`src/rtl/sd_spi_cmd_engine.sv`:
```
// SD command engine: sends one SD command as a 6-byte SPI frame through the
// Avalon SPI core register port, then polls 0xFF fill bytes for the R1 response.
module sd_spi_cmd_engine #(
  parameter int PRE_DUMMY    = 10,
  parameter int MAX_POLL     = 8,
  parameter int XFER_TIMEOUT = 65535
) (
  input  logic        CLOCK_50,
  input  logic        KEY0,
  input  logic        start,
  input  logic        pre_clk,
  input  logic [5:0]  cmd_index,
  input  logic [31:0] cmd_arg,
  input  logic [6:0]  cmd_crc,
  output logic        busy,
  output logic        done,
  output logic [7:0]  r1,
  output logic        timeout,
  output logic        spi_chipselect,
  output logic [2:0]  spi_address,
  output logic        spi_read_n,
  output logic        spi_write_n,
  output logic [15:0] spi_writedata,
  input  logic [15:0] spi_readdata
);
  localparam int PRE_W  = (PRE_DUMMY > 0) ? $clog2(PRE_DUMMY + 1) : 1;
  localparam int POLL_W = $clog2(MAX_POLL + 1);
  localparam int WD_W   = $clog2(XFER_TIMEOUT + 1);
  localparam logic [PRE_W-1:0]  PRE_LAST  = PRE_W'(PRE_DUMMY - 1);
  localparam logic [POLL_W-1:0] POLL_LAST = POLL_W'(MAX_POLL - 1);
  localparam logic [WD_W-1:0]   WD_LIMIT  = WD_W'(XFER_TIMEOUT);
  localparam logic [2:0] ADDR_RX = 3'd0;
  localparam logic [2:0] ADDR_TX = 3'd1;
  localparam logic [2:0] ADDR_ST = 3'd2;

  typedef enum logic [3:0] {
    S_IDLE, S_ST_T, S_ST_T_CHK, S_WR, S_ST_R, S_ST_R_CHK, S_RD, S_RD_CHK, S_FIN
  } state_t;
  typedef enum logic [1:0] {PH_PRE, PH_FRAME, PH_RESP} phase_t;

  state_t             state;
  phase_t             phase;
  logic [5:0]         idx_lat;
  logic [31:0]        arg_lat;
  logic [6:0]         crc_lat;
  logic [PRE_W-1:0]   pre_cnt;
  logic [2:0]         byte_cnt;
  logic [POLL_W-1:0]  poll_cnt;
  logic [WD_W-1:0]    wd_cnt;
  logic [7:0]         tx_byte;
  logic               unused_rd;

  assign unused_rd = &{1'b0, spi_readdata[15:8], spi_readdata[5:0]};

  // PRE and RESP phases clock out fill bytes; FRAME walks the latched command.
  always_comb begin
    tx_byte = 8'hFF;
    if (phase == PH_FRAME) begin
      case (byte_cnt)
        3'd0:    tx_byte = {2'b01, idx_lat};
        3'd1:    tx_byte = arg_lat[31:24];
        3'd2:    tx_byte = arg_lat[23:16];
        3'd3:    tx_byte = arg_lat[15:8];
        3'd4:    tx_byte = arg_lat[7:0];
        3'd5:    tx_byte = {crc_lat, 1'b1};
        default: tx_byte = 8'hFF;
      endcase
    end
  end

  always_ff @(posedge CLOCK_50 or negedge KEY0) begin
    if (!KEY0) begin
      state          <= S_IDLE;
      phase          <= PH_FRAME;
      idx_lat        <= '0;
      arg_lat        <= '0;
      crc_lat        <= '0;
      pre_cnt        <= '0;
      byte_cnt       <= '0;
      poll_cnt       <= '0;
      wd_cnt         <= '0;
      busy           <= 1'b0;
      done           <= 1'b0;
      timeout        <= 1'b0;
      r1             <= 8'hFF;
      spi_chipselect <= 1'b0;
      spi_address    <= ADDR_RX;
      spi_read_n     <= 1'b1;
      spi_write_n    <= 1'b1;
      spi_writedata  <= 16'h0000;
    end else begin
      case (state)
        S_IDLE: begin
          spi_chipselect <= 1'b0;
          if (start) begin
            idx_lat        <= cmd_index;
            arg_lat        <= cmd_arg;
            crc_lat        <= cmd_crc;
            phase          <= (pre_clk && PRE_DUMMY > 0) ? PH_PRE : PH_FRAME;
            pre_cnt        <= '0;
            byte_cnt       <= '0;
            poll_cnt       <= '0;
            wd_cnt         <= '0;
            busy           <= 1'b1;
            timeout        <= 1'b0;
            state          <= S_ST_T;
            spi_chipselect <= 1'b1;
            spi_address    <= ADDR_ST;
            spi_read_n     <= 1'b0;
          end
        end
        S_FIN: begin
          done           <= 1'b0;
          spi_chipselect <= 1'b0;
          state          <= S_IDLE;
        end
        default: begin
          if (wd_cnt == WD_LIMIT) begin
            // Exchange watchdog: abandon the command with a timeout result.
            state       <= S_FIN;
            busy        <= 1'b0;
            done        <= 1'b1;
            timeout     <= 1'b1;
            r1          <= 8'hFF;
            spi_read_n  <= 1'b1;
            spi_write_n <= 1'b1;
          end else begin
            wd_cnt <= wd_cnt + 1'b1;
            case (state)
              S_ST_T: begin
                spi_read_n <= 1'b1;
                state      <= S_ST_T_CHK;
              end
              S_ST_T_CHK: begin
                if (spi_readdata[6]) begin
                  state         <= S_WR;
                  spi_address   <= ADDR_TX;
                  spi_writedata <= {8'h00, tx_byte};
                  spi_write_n   <= 1'b0;
                end else begin
                  state       <= S_ST_T;
                  spi_address <= ADDR_ST;
                  spi_read_n  <= 1'b0;
                end
              end
              S_WR: begin
                spi_write_n <= 1'b1;
                state       <= S_ST_R;
                spi_address <= ADDR_ST;
                spi_read_n  <= 1'b0;
              end
              S_ST_R: begin
                spi_read_n <= 1'b1;
                state      <= S_ST_R_CHK;
              end
              S_ST_R_CHK: begin
                spi_read_n <= 1'b0;
                if (spi_readdata[7]) begin
                  state       <= S_RD;
                  spi_address <= ADDR_RX;
                end else begin
                  state       <= S_ST_R;
                  spi_address <= ADDR_ST;
                end
              end
              S_RD: begin
                spi_read_n <= 1'b1;
                state      <= S_RD_CHK;
              end
              S_RD_CHK: begin
                if (phase == PH_RESP &&
                    (!spi_readdata[7] || poll_cnt == POLL_LAST)) begin
                  poll_cnt <= poll_cnt + 1'b1;
                  r1       <= spi_readdata[7:0];
                  timeout  <= spi_readdata[7];
                  busy     <= 1'b0;
                  done     <= 1'b1;
                  state    <= S_FIN;
                end else begin
                  case (phase)
                    PH_PRE: begin
                      if (pre_cnt == PRE_LAST) phase <= PH_FRAME;
                      else pre_cnt <= pre_cnt + 1'b1;
                    end
                    PH_FRAME: begin
                      if (byte_cnt == 3'd5) phase <= PH_RESP;
                      else byte_cnt <= byte_cnt + 1'b1;
                    end
                    default: poll_cnt <= poll_cnt + 1'b1;
                  endcase
                  wd_cnt      <= '0;
                  state       <= S_ST_T;
                  spi_address <= ADDR_ST;
                  spi_read_n  <= 1'b0;
                end
              end
              default: state <= S_IDLE;
            endcase
          end
        end
      endcase
    end
  end
endmodule

```
`config.mk`:
```
export PLATFORM = sky130hd
export DESIGN_NAME = sd_spi_cmd_engine
export DESIGN_NICKNAME = d
export VERILOG_FILES = /design/src/rtl/sd_spi_cmd_engine.sv
export SDC_FILE = /design/constraint.sdc
export NUM_CORES = 1
export LEC_CHECK = 0
export BUFFER_PORTS_ARGS = -buffer_cell sky130_fd_sc_hd__clkbuf_2
export CORE_ASPECT_RATIO = 2
export CORE_MARGIN = 2
export CORE_UTILIZATION = 40
export CTS_CLUSTER_DIAMETER = 120
export DETAILED_ROUTE_END_ITERATION = 8
export PLACE_DENSITY_LB_ADDON = 0.1
export SLEW_MARGIN = 25
export SYNTH_ARGS = -nofsm -noshare
export SYNTH_HDL_FRONTEND = slang
export SYNTH_SLANG_ARGS = --single-unit
```
`constraint.sdc`:
```
create_clock -name CLOCK_50 -period 3.49 [get_ports CLOCK_50]
set_input_delay 0.698 -clock CLOCK_50 [delete_from_list [all_inputs] [get_ports CLOCK_50]]
set_output_delay 0.698 -clock CLOCK_50 [all_outputs]
set_load 0.01 [all_outputs]
```
==> results of run 1 <==
## layout make-up
cell class	instances	area, um^2	area share
clock buffers	9	225	0.0384
clock inverters	7	57.6	0.00980
inverters	15	56.3	0.00959
multi-input cells	403	2290	0.390
flip-flops and latches	102	2570	0.437
well taps	150	188	0.0320
repair buffers	91	485	0.0827
## layer usage
layer	routed length [um]	share of wire
met4	295	0.023
met2	7490	0.58
met5	0	0
met1	4840	0.37
met3	377	0.029
## worst reg2reg max path, cell delays in order, from the launching register on
cell and delay [ns]:
dfrtp_1 0.52, or3_1 0.57, a21oi_2 0.26, a21o_1 0.57, nor2_2 0.26, a311o_1 0.37
## worst max-delay path by stage
stage / start / endpoint / slack [ns] / cells after the start
2_1_floorplan: byte_cnt[2] / spi_writedata[0] / 1.15 / 10
3_3_place_gp: state[1] / wd_cnt[15] / 0.83 / 5
3_5_place_dp: state[1] / spi_address[1] / 0.80 / 5
4_1_cts: state[1] / wd_cnt[15] / 0.79 / 5
5_1_grt: state[1] / wd_cnt[15] / 0.63 / 5
6_report: state[1] / wd_cnt[15] / 0.81 / 5
## state kept, by name (all words and copies together), names as in the netlist, 4 cells and up
| signal | cells |
|---|---|
| crc_lat | 7 |
| state | 4 |
| poll_cnt | 4 |
| r1 | 8 |
| arg_lat | 32 |
| pre_cnt | 4 |
| spi_writedata | 8 |
| idx_lat | 6 |
| wd_cnt | 16 |
## cells in the final DEF, fill, tap and decap left out, drive strengths merged, types with 7 or more instances in the layout
| cell | instances |
|---|---|
| a21oi | 19 |
| a22o | 9 |
| buf | 12 |
| clkbuf | 88 |
| conb | 9 |
| dfrtp | 91 |
| dfstp | 11 |
| ha | 9 |
| inv | 18 |
| mux2 | 7 |
| nand2 | 164 |
| nand3 | 11 |
| nor2 | 37 |
| nor3 | 14 |
| o21ai | 18 |
| o22a | 7 |
| o31ai | 11 |
## per-stage QoR
stage	total power [mW]	setup WS, ns	hold slack [ns]
floorplan	3.39	1.15	0.402
detailed placement	4.05	0.801	0.458
global placement	3.98	0.833	0.456
finish	4.98	0.815	0.341
CTS	5.04	0.788	0.344
global route	5.39	0.631	0.365
## kinds of logic (layout without fill, tap and decap cells)
group,Yosys count,after routing,share of synthesized area
AND/OR/NAND/NOR,261,261,0.231
AO/OA/AOI/OAI,114,114,0.168
flip-flops,102,102,0.503
buffers and inverters,55,122,0.0537
adder cells (fa/ha/maj),9,9,0.0221
multiplexers,9,9,0.0194
other,1,9,0.000735
XOR/XNOR,1,1,0.00172
## report_power, final
part	leakage (nW)	internal [mW]	switching, mW
combinational	1.45	0.797	1.15
clock	0.140	0.496	0.482
sequential	1.25	1.68	0.380
total	2.84	2.98	2.01
==> results.py, run 1 <==
metrics = {
    "global_routing": {
        "use_met1": 0.208,
        "gr-total-overflow": 0,
        "grt_pass1_vias": 4367,
        "antenna_found_initial": 0,
        "grt.total_usage": 0.197,
        "grt_pass1_wl_mm": 21.4,
        "use_met3": 0.0266,
        "met2_usage": 0.388,
        "grt_max_degree": 48,
        "grt-busiest-layer": "met2",
    },
    "setup_path": {
        "arrival_ns": 2.90,
        "crit_fanout": 18,
        "endpoint_kind": "flop",
        "crit_chain": "or3_1 > a21oi_2 > a21o_1 > nor2_2 > a311o_1",
        "r2r-end": "wd_cnt[15]",
        "worst_path_largest_cell_delay_ns": 0.57,
        "r2r_start": "state[1]",
        "crit_required_ns": 3.72,
        "crit_type": "reg2reg",
        "rrSetupSlack_ns": 0.81,
        "rr_worst_depth": 5,
        "worst_setup_path_start_kind": "flop",
        "crit_buf_inv": 0,
        "cp_slowest_cell": "or3_1",
        "cp_top_family": "compound AO/OA/AOI/OAI gates",
    },
    "synth": {
        "synth-edff-count": 0,
        "synth_top_area_cell": "dfrtp_1",
        "synthTopCellsByCount": "164 x nand2_1, 91 x dfrtp_1, 36 x nor2_1, 18 x a21oi_1",
        "yosysWarnings": 0,
        "synthDistinctLibCells": 64,
        "syn_area_mm2": 0.00510,
        "yosysMostFrequentCell": "nand2_1",
        "ys_ff_latch": 102,
        "async_flop_share": 1.00,
        "yosys-top-cells-area": "dfrtp_1 45%, nand2_1 12%, dfstp_2 5.7%",
        "synth_top_area_frac": 0.446,
        "synth_flop_cell": "dfrtp_1",
        "synthCells": 552,
        "yosysSeqAreaShare": 0.503,
        "avgSynthCellArea_um2": 9.24,
    },
    "floorplan": {
        "coreArea_mm2": 0.0125,
        "design.portCount": 98,
        "fp.dieW_um": 83.9,
        "fp-row-count": 58,
        "dieArea_mm2": 0.0137,
        "initial_core_util": 0.409,
        "fp.dieH_um": 164,
    },
    "layout": {
        "drive_gt1_frac": 0.214,
        "final_cells": 777,
        "syn_to_final_growth_pct": 15.1,
        "postLayoutCellArea_mm2": 0.00587,
        "utilization": 0.470,
        "fillers": 1274,
        "final_nets": 696,
        "n_antenna_cell": 0,
    },
    "drt": {
        "drc": 0,
        "drtAntennaViolNets": 0,
        "viasPerCell": 5.47,
        "drt-initial-drc-count": 218,
        "first_pass_iters": 6,
        "vias": 4250,
        "wl_per_cell_um": 16.7,
        "wl_mm": 13.0,
    },
    "sta": {
        "hold_viol": 0,
        "fin_crit_ns": 2.68,
        "fmax_ghz": 0.374,
        "rsz0062_at_grt": "no",
        "worstMarginPinSlew_ns": 0.698,
        "setup-tns-final_ns": 0,
        "setup_viol": 0,
        "skew_ns": 0.00564,
        "slew_viol_final": 0,
        "max_slew_margin": 0.535,
        "min_period_over_period": 0.767,
    },
    "pwr": {
        "leakagePower_nw": 2.84,
        "power.density_mw_per_mm2": 849,
        "peakVddDrop_mv": 0.389,
    },
    "clock_tree": {
        "clk_latency_ns": 0.35,
        "ctsResizeCount": 0,
        "clkTransAtPathRegs_ns": 0.07,
        "cts_root_buffer": "clkbuf_16",
        "postCtsSetupRepairBufs": 0,
        "cts_tree": "built",
        "clockBufferDepth": 2,
        "ctsHoldBuffers": 0,
        "cts_sinks": 102,
        "cts_buffers": 9,
        "htree_levels": 3,
    },
    "run": {
        "drv_cap": 0,
    },
    "placement": {
        "placed_cell_area_mm2": 0.00559,
        "dp_cells": 761,
        "hpwl_mm": 9.52,
        "gp_congestion": 0.827,
        "io_buffers": 80,
    },
    "outcome": {
        "status": "finished clean",
    },
    "hold_path": {
        "hold_path.class": "in2async",
    },
}
Power figures use the tool's default switching activity.
==> run 2, diff against run 1 <==
clock period = 2.55 ns   (was 3.49 ns; I/O delays follow)
==> run 2 against run 1 <==
Combinational power up 44%. Global-route usage grew 0.19 points. Worst setup slack worse by 0.55 ns. Sequential share of layout area down 1.2 points. Clock skew up 0.0046 ns. Largest cell class unchanged. Clock power rose by 56%. Sequential cell count unchanged. Critical path depth up 1. Power up 42%. Register-to-register slack worse by 0.55 ns. Non-clock buffer count rose by 15. Die area unchanged.
==> results.py, run 2 (synthesis gave the netlist of run 1 again) <==
metrics = {
    "outcome": {
        "status": "finished clean",
    },
    "layout": {
        "postLayoutCellArea_mm2": 0.00604,
        "utilization": 0.484,
        "fillers": 1253,
        "n_antenna_cell": 0,
        "drive_gt1_frac": 0.232,
        "top_regs": "arg_lat: 32 flops, wd_cnt: 16 flops",
        "final_nets": 711,
        "multi_input_area_mm2": 0.00229,
        "ff_latch_area_mm2": 0.00257,
        "final_cell_mix": "164 x nand2_1, 91 x dfrtp_1, 79 x clkbuf_2",
        "largest-register": "arg_lat",
        "largest_reg_flops": 32,
        "syn_to_final_growth_pct": 18.4,
        "layout_commonest_cell": "nand2_1",
    },
    "drt": {
        "drt-initial-drc-count": 224,
        "wl_per_cell_um": 16.5,
        "drc": 0,
        "wl_mm": 13.1,
        "first_pass_iters": 7,
        "vias": 4259,
        "viasPerCell": 5.38,
        "drtAntennaViolNets": 0,
    },
    "sta": {
        "min_period_over_period": 0.897,
        "skew_ns": 0.0102,
        "max_slew_margin": 0.569,
        "fin_crit_ns": 2.29,
        "rsz0062_at_grt": "no",
        "fin_ws_ns": 0.263,
        "fmax_ghz": 0.437,
        "setup_viol": 0,
        "setup-tns-final_ns": 0,
        "worstMarginPinSlew_ns": 0.646,
        "slew_viol_final": 0,
        "hold_viol": 0,
    },
    "clock_tree": {
        "cts_root_buffer": "clkbuf_16",
        "postCtsSetupRepairBufs": 0,
        "clk_latency_ns": 0.35,
        "cts_tree": "built",
        "cts_buffers": 9,
        "cts_sinks": 102,
        "htree_levels": 3,
        "ctsResizeCount": 0,
        "ctsHoldBuffers": 0,
        "clockBufferDepth": 2,
        "clkTransAtPathRegs_ns": 0.07,
    },
    "setup_path": {
        "rr_worst_depth": 6,
        "r2r_start": "poll_cnt[0]",
        "crit_fanout": 7,
        "rrSetupSlack_ns": 0.26,
        "arrival_ns": 2.53,
        "r2r-end": "wd_cnt[4]",
        "crit_type": "reg2reg",
        "crit_required_ns": 2.80,
        "worst_setup_path_start_kind": "flop",
        "endpoint_kind": "flop",
    },
    "pwr": {
        "combPwrFrac": 0.395,
        "power.density_mw_per_mm2": 1170,
        "p_seq_frac": 0.391,
        "switching_share": 0.384,
        "peakVddDrop_mv": 0.597,
        "leakagePower_nw": 2.95,
        "pwr-share-clk": 0.214,
        "internal_power_mw": 4.37,
        "p_sw_mw": 2.73,
    },
    "placement": {
        "placed_cell_area_mm2": 0.00571,
        "gp_congestion": 0.818,
        "io_buffers": 80,
        "place_worst_setup_slack_ns": 0.263,
        "hpwl_mm": 9.81,
    },
    "floorplan": {
        "fp.dieH_um": 164,
        "fp-row-count": 58,
        "fp.dieW_um": 83.9,
        "design.portCount": 98,
        "initial_core_util": 0.409,
        "dieArea_mm2": 0.0137,
        "coreArea_mm2": 0.0125,
    },
    "run": {
        "drv_cap": 0,
    },
    "global_routing": {
        "grt.total_usage": 0.199,
        "grt_max_degree": 46,
        "gr-total-overflow": 0,
        "grt_pass1_vias": 4365,
        "grt_pass1_wl_mm": 21.5,
        "antenna_found_initial": 0,
    },
    "hold_path": {
        "hold_path.class": "in2async",
    },
}
[run 2: metrics by stage]
step	power, mW	std cells	hold slack, ns
detailed placement	5.64	776	0.462
floorplan	4.64	560	0.214
CTS	7.19	792	0.172
finish	7.10	792	0.156
global placement	5.54	776	0.455
global route	7.66	792	0.197
[run 2: area by class of cell]
class                      count  share of cell area
inverter                      15             0.00932
timing repair buffer         106               0.101
sequential                   102               0.425
clock inverter                 6              0.0151
multi-input combinational    403               0.379
tap                          150              0.0311
clock buffer                  10              0.0395
[run 2: worst max-delay path by stage]
stage,slack [ns],startpoint,to
final,0.26,poll_cnt[0],wd_cnt[4]
after global routing,0.09,poll_cnt[0],wd_cnt[4]
after CTS,0.26,poll_cnt[0],wd_cnt[4]
after detailed placement,0.26,state[1],wd_cnt[15]
after global placement,0.31,state[1],wd_cnt[15]
after floorplan,0.21,byte_cnt[2],spi_writedata[0]
[run 2: metal layers]
layer  vias up  wire length, um  global-route usage
met5         -                0                   0
li1       2067                -                   -
met4         0              486              0.0902
met3        22              490              0.0397
met1      2069             4850               0.211
met2       101             7230               0.372
[run 2: critical path, cell delays in order (launching register included)]
cell and delay, ns:
dfrtp_1 0.38, ha_1 0.20, nand3b_1 0.08, a211o_1 0.37, a21oi_1 0.54, nand2_1 0.32
o31ai_1 0.29
[run 2: power by group through the flow]
stage                     clock network (mW)  logic [mW]  registers (mW)
after floorplan                            0        1.90            2.74
after CTS                               1.56        2.85            2.78
after global routing                    1.64        3.16            2.86
after global placement                     0        2.76            2.78
after detailed placement                   0        2.83            2.81
final                                   1.52        2.80            2.78
==> run 3, diff against run 2 <==
CELL_PAD_IN_SITES_DETAIL_PLACEMENT = 1   (was default)
CELL_PAD_IN_SITES_GLOBAL_PLACEMENT = 1   (was default)
==> run 3 against run 2 <==
Register-to-register slack worse by 0.12 ns. Worst setup slack got worse by 0.12 ns. Cell count is 0.13% higher. Clock skew hardly changed. Global-route usage up 2.1 points. Die area unchanged. Count of clock-buffer cells in the layout shrank 1.
==> results.py, run 3 (synthesis gave the netlist of run 1 again) <==
metrics = {
    "placement": {
        "place_worst_setup_slack_ns": 0.136,
        "hpwl_mm": 10.7,
        "gp_congestion": 0.809,
        "io_buffers": 80,
        "dp_cells": 777,
    },
    "layout": {
        "largest_reg_flops": 32,
        "syn_to_final_growth_pct": 17.9,
        "final_cells": 793,
        "drive_gt1_frac": 0.232,
        "final_cell_mix": "164 x nand2_1, 91 x dfrtp_1, 79 x clkbuf_2",
        "top_regs": "arg_lat: 32 flops, wd_cnt: 16 flops",
        "final_nets": 712,
        "n_antenna_cell": 0,
        "layout_commonest_cell": "nand2_1",
        "fillers": 1492,
        "largest-register": "arg_lat",
    },
    "setup_path": {
        "rr_worst_depth": 6,
        "cp_slowest_cell": "a21oi_1",
        "crit_required_ns": 2.79,
        "cp_top_family": "compound AO/OA/AOI/OAI gates",
        "crit_start": "poll_cnt[0]",
        "worst_path_largest_cell_delay_ns": 0.57,
        "rrSetupSlack_ns": 0.15,
        "r2r-end": "wd_cnt[9]",
        "crit_type": "reg2reg",
        "endpoint_kind": "flop",
        "r2r_start": "poll_cnt[0]",
        "crit_fanout": 7,
        "crit_chain": "ha_1 > nand3b_1 > a211o_1 > a21oi_1 > nand2_1 > o31ai_1",
        "arrival_ns": 2.65,
        "crit_buf_inv": 0,
        "worst_setup_path_start_kind": "flop",
    },
    "sta": {
        "worstMarginPinSlew_ns": 0.687,
        "slew_viol_final": 0,
        "hold_viol": 0,
        "max_slew_margin": 0.542,
        "min_period_over_period": 0.943,
        "rsz0062_at_grt": "no",
        "fin_crit_ns": 2.40,
        "fin_ws_ns": 0.146,
        "fmax_ghz": 0.416,
        "setup_viol": 0,
        "setup-tns-final_ns": 0,
        "skew_ns": 0.00984,
    },
    "floorplan": {
        "fp.dieH_um": 164,
        "dieArea_mm2": 0.0137,
        "coreArea_mm2": 0.0125,
        "initial_core_util": 0.409,
        "fp-row-count": 58,
        "fp.dieW_um": 83.9,
        "design.portCount": 98,
    },
    "clock_tree": {
        "ctsHoldBuffers": 0,
        "clockBufferDepth": 2,
        "cts_root_buffer": "clkbuf_16",
        "htree_levels": 3,
        "cts_buffers": 9,
        "ctsResizeCount": 0,
        "postCtsSetupRepairBufs": 0,
        "cts_tree": "built",
        "clk_latency_ns": 0.35,
        "clkTransAtPathRegs_ns": 0.08,
        "cts_sinks": 102,
    },
    "drt": {
        "drc": 0,
        "vias": 4375,
        "first_pass_iters": 4,
        "wl_mm": 14.4,
        "drt-initial-drc-count": 195,
        "wl_per_cell_um": 18.2,
        "viasPerCell": 5.52,
        "drtAntennaViolNets": 0,
    },
    "pwr": {
        "power.density_mw_per_mm2": 1160,
        "peakVddDrop_mv": 0.614,
        "finalPower_mw": 7.01,
        "leakagePower_nw": 2.92,
    },
    "global_routing": {
        "grt_max_degree": 103,
        "grt_pass1_vias": 4722,
        "gr-total-overflow": 0,
        "antenna_found_initial": 0,
        "grt_pass1_wl_mm": 23.9,
        "grt.total_usage": 0.220,
    },
    "hold_path": {
        "hold_path.class": "in2async",
    },
    "outcome": {
        "status": "finished clean",
    },
    "run": {
        "drv_cap": 0,
    },
}
## run 3: worst register-to-register path, cell delays in order, from the launching register on
cell	delay, ns
dfrtp_1	0.40
ha_1	0.22
nand3b_1	0.09
a211o_1	0.38
a21oi_1	0.57
nand2_1	0.32
o31ai_1	0.32
## run 3: metrics by stage
step / util / hold WS, ns / area (um^2)
after global placement: 0.459 / 0.456 / 5730
after detailed placement: 0.459 / 0.462 / 5730
after floorplan: - / 0.214 / 5130
after global routing: 0.482 / 0.264 / 6020
after CTS: 0.482 / 0.250 / 6020
final: 0.482 / 0.230 / 6020
## run 3: power breakdown
part / switching (mW) / internal [mW]
clock network: 0.664 / 0.677
logic: 1.70 / 1.19
registers: 0.473 / 2.30
total: 2.84 / 4.17
## run 3: area by class of cell
type                       count  area [um^2]  area share
inverter                      15         56.3     0.00936
multi-input combinational    403         2290       0.381
clock inverter                 7         58.8     0.00977
tap                          150          188      0.0312
timing repair buffer         107          631       0.105
clock buffer                   9          225      0.0374
sequential                   102         2570       0.426
## run 3: worst max-delay path by stage
stage,to,cells past startpoint,slack [ns]
3_3_place_gp,wd_cnt[5],6,0.28
3_5_place_dp,wd_cnt[9],6,0.14
4_1_cts,wd_cnt[9],6,0.13
5_1_grt,wd_cnt[5],6,0.02
6_report,wd_cnt[9],6,0.15
2_1_floorplan,spi_writedata[0],10,0.21
## run 3: routing by layer
| layer | part of all wire | vias to the layer above | global-route usage |
|---|---|---|---|
| met5 | 0 | - | 0 |
| met4 | 0.036 | 0 | 0.100 |
| met3 | 0.028 | 27 | 0.0286 |
| met2 | 0.57 | 94 | 0.425 |
| met1 | 0.37 | 2183 | 0.232 |
| li1 | - | 2071 | - |
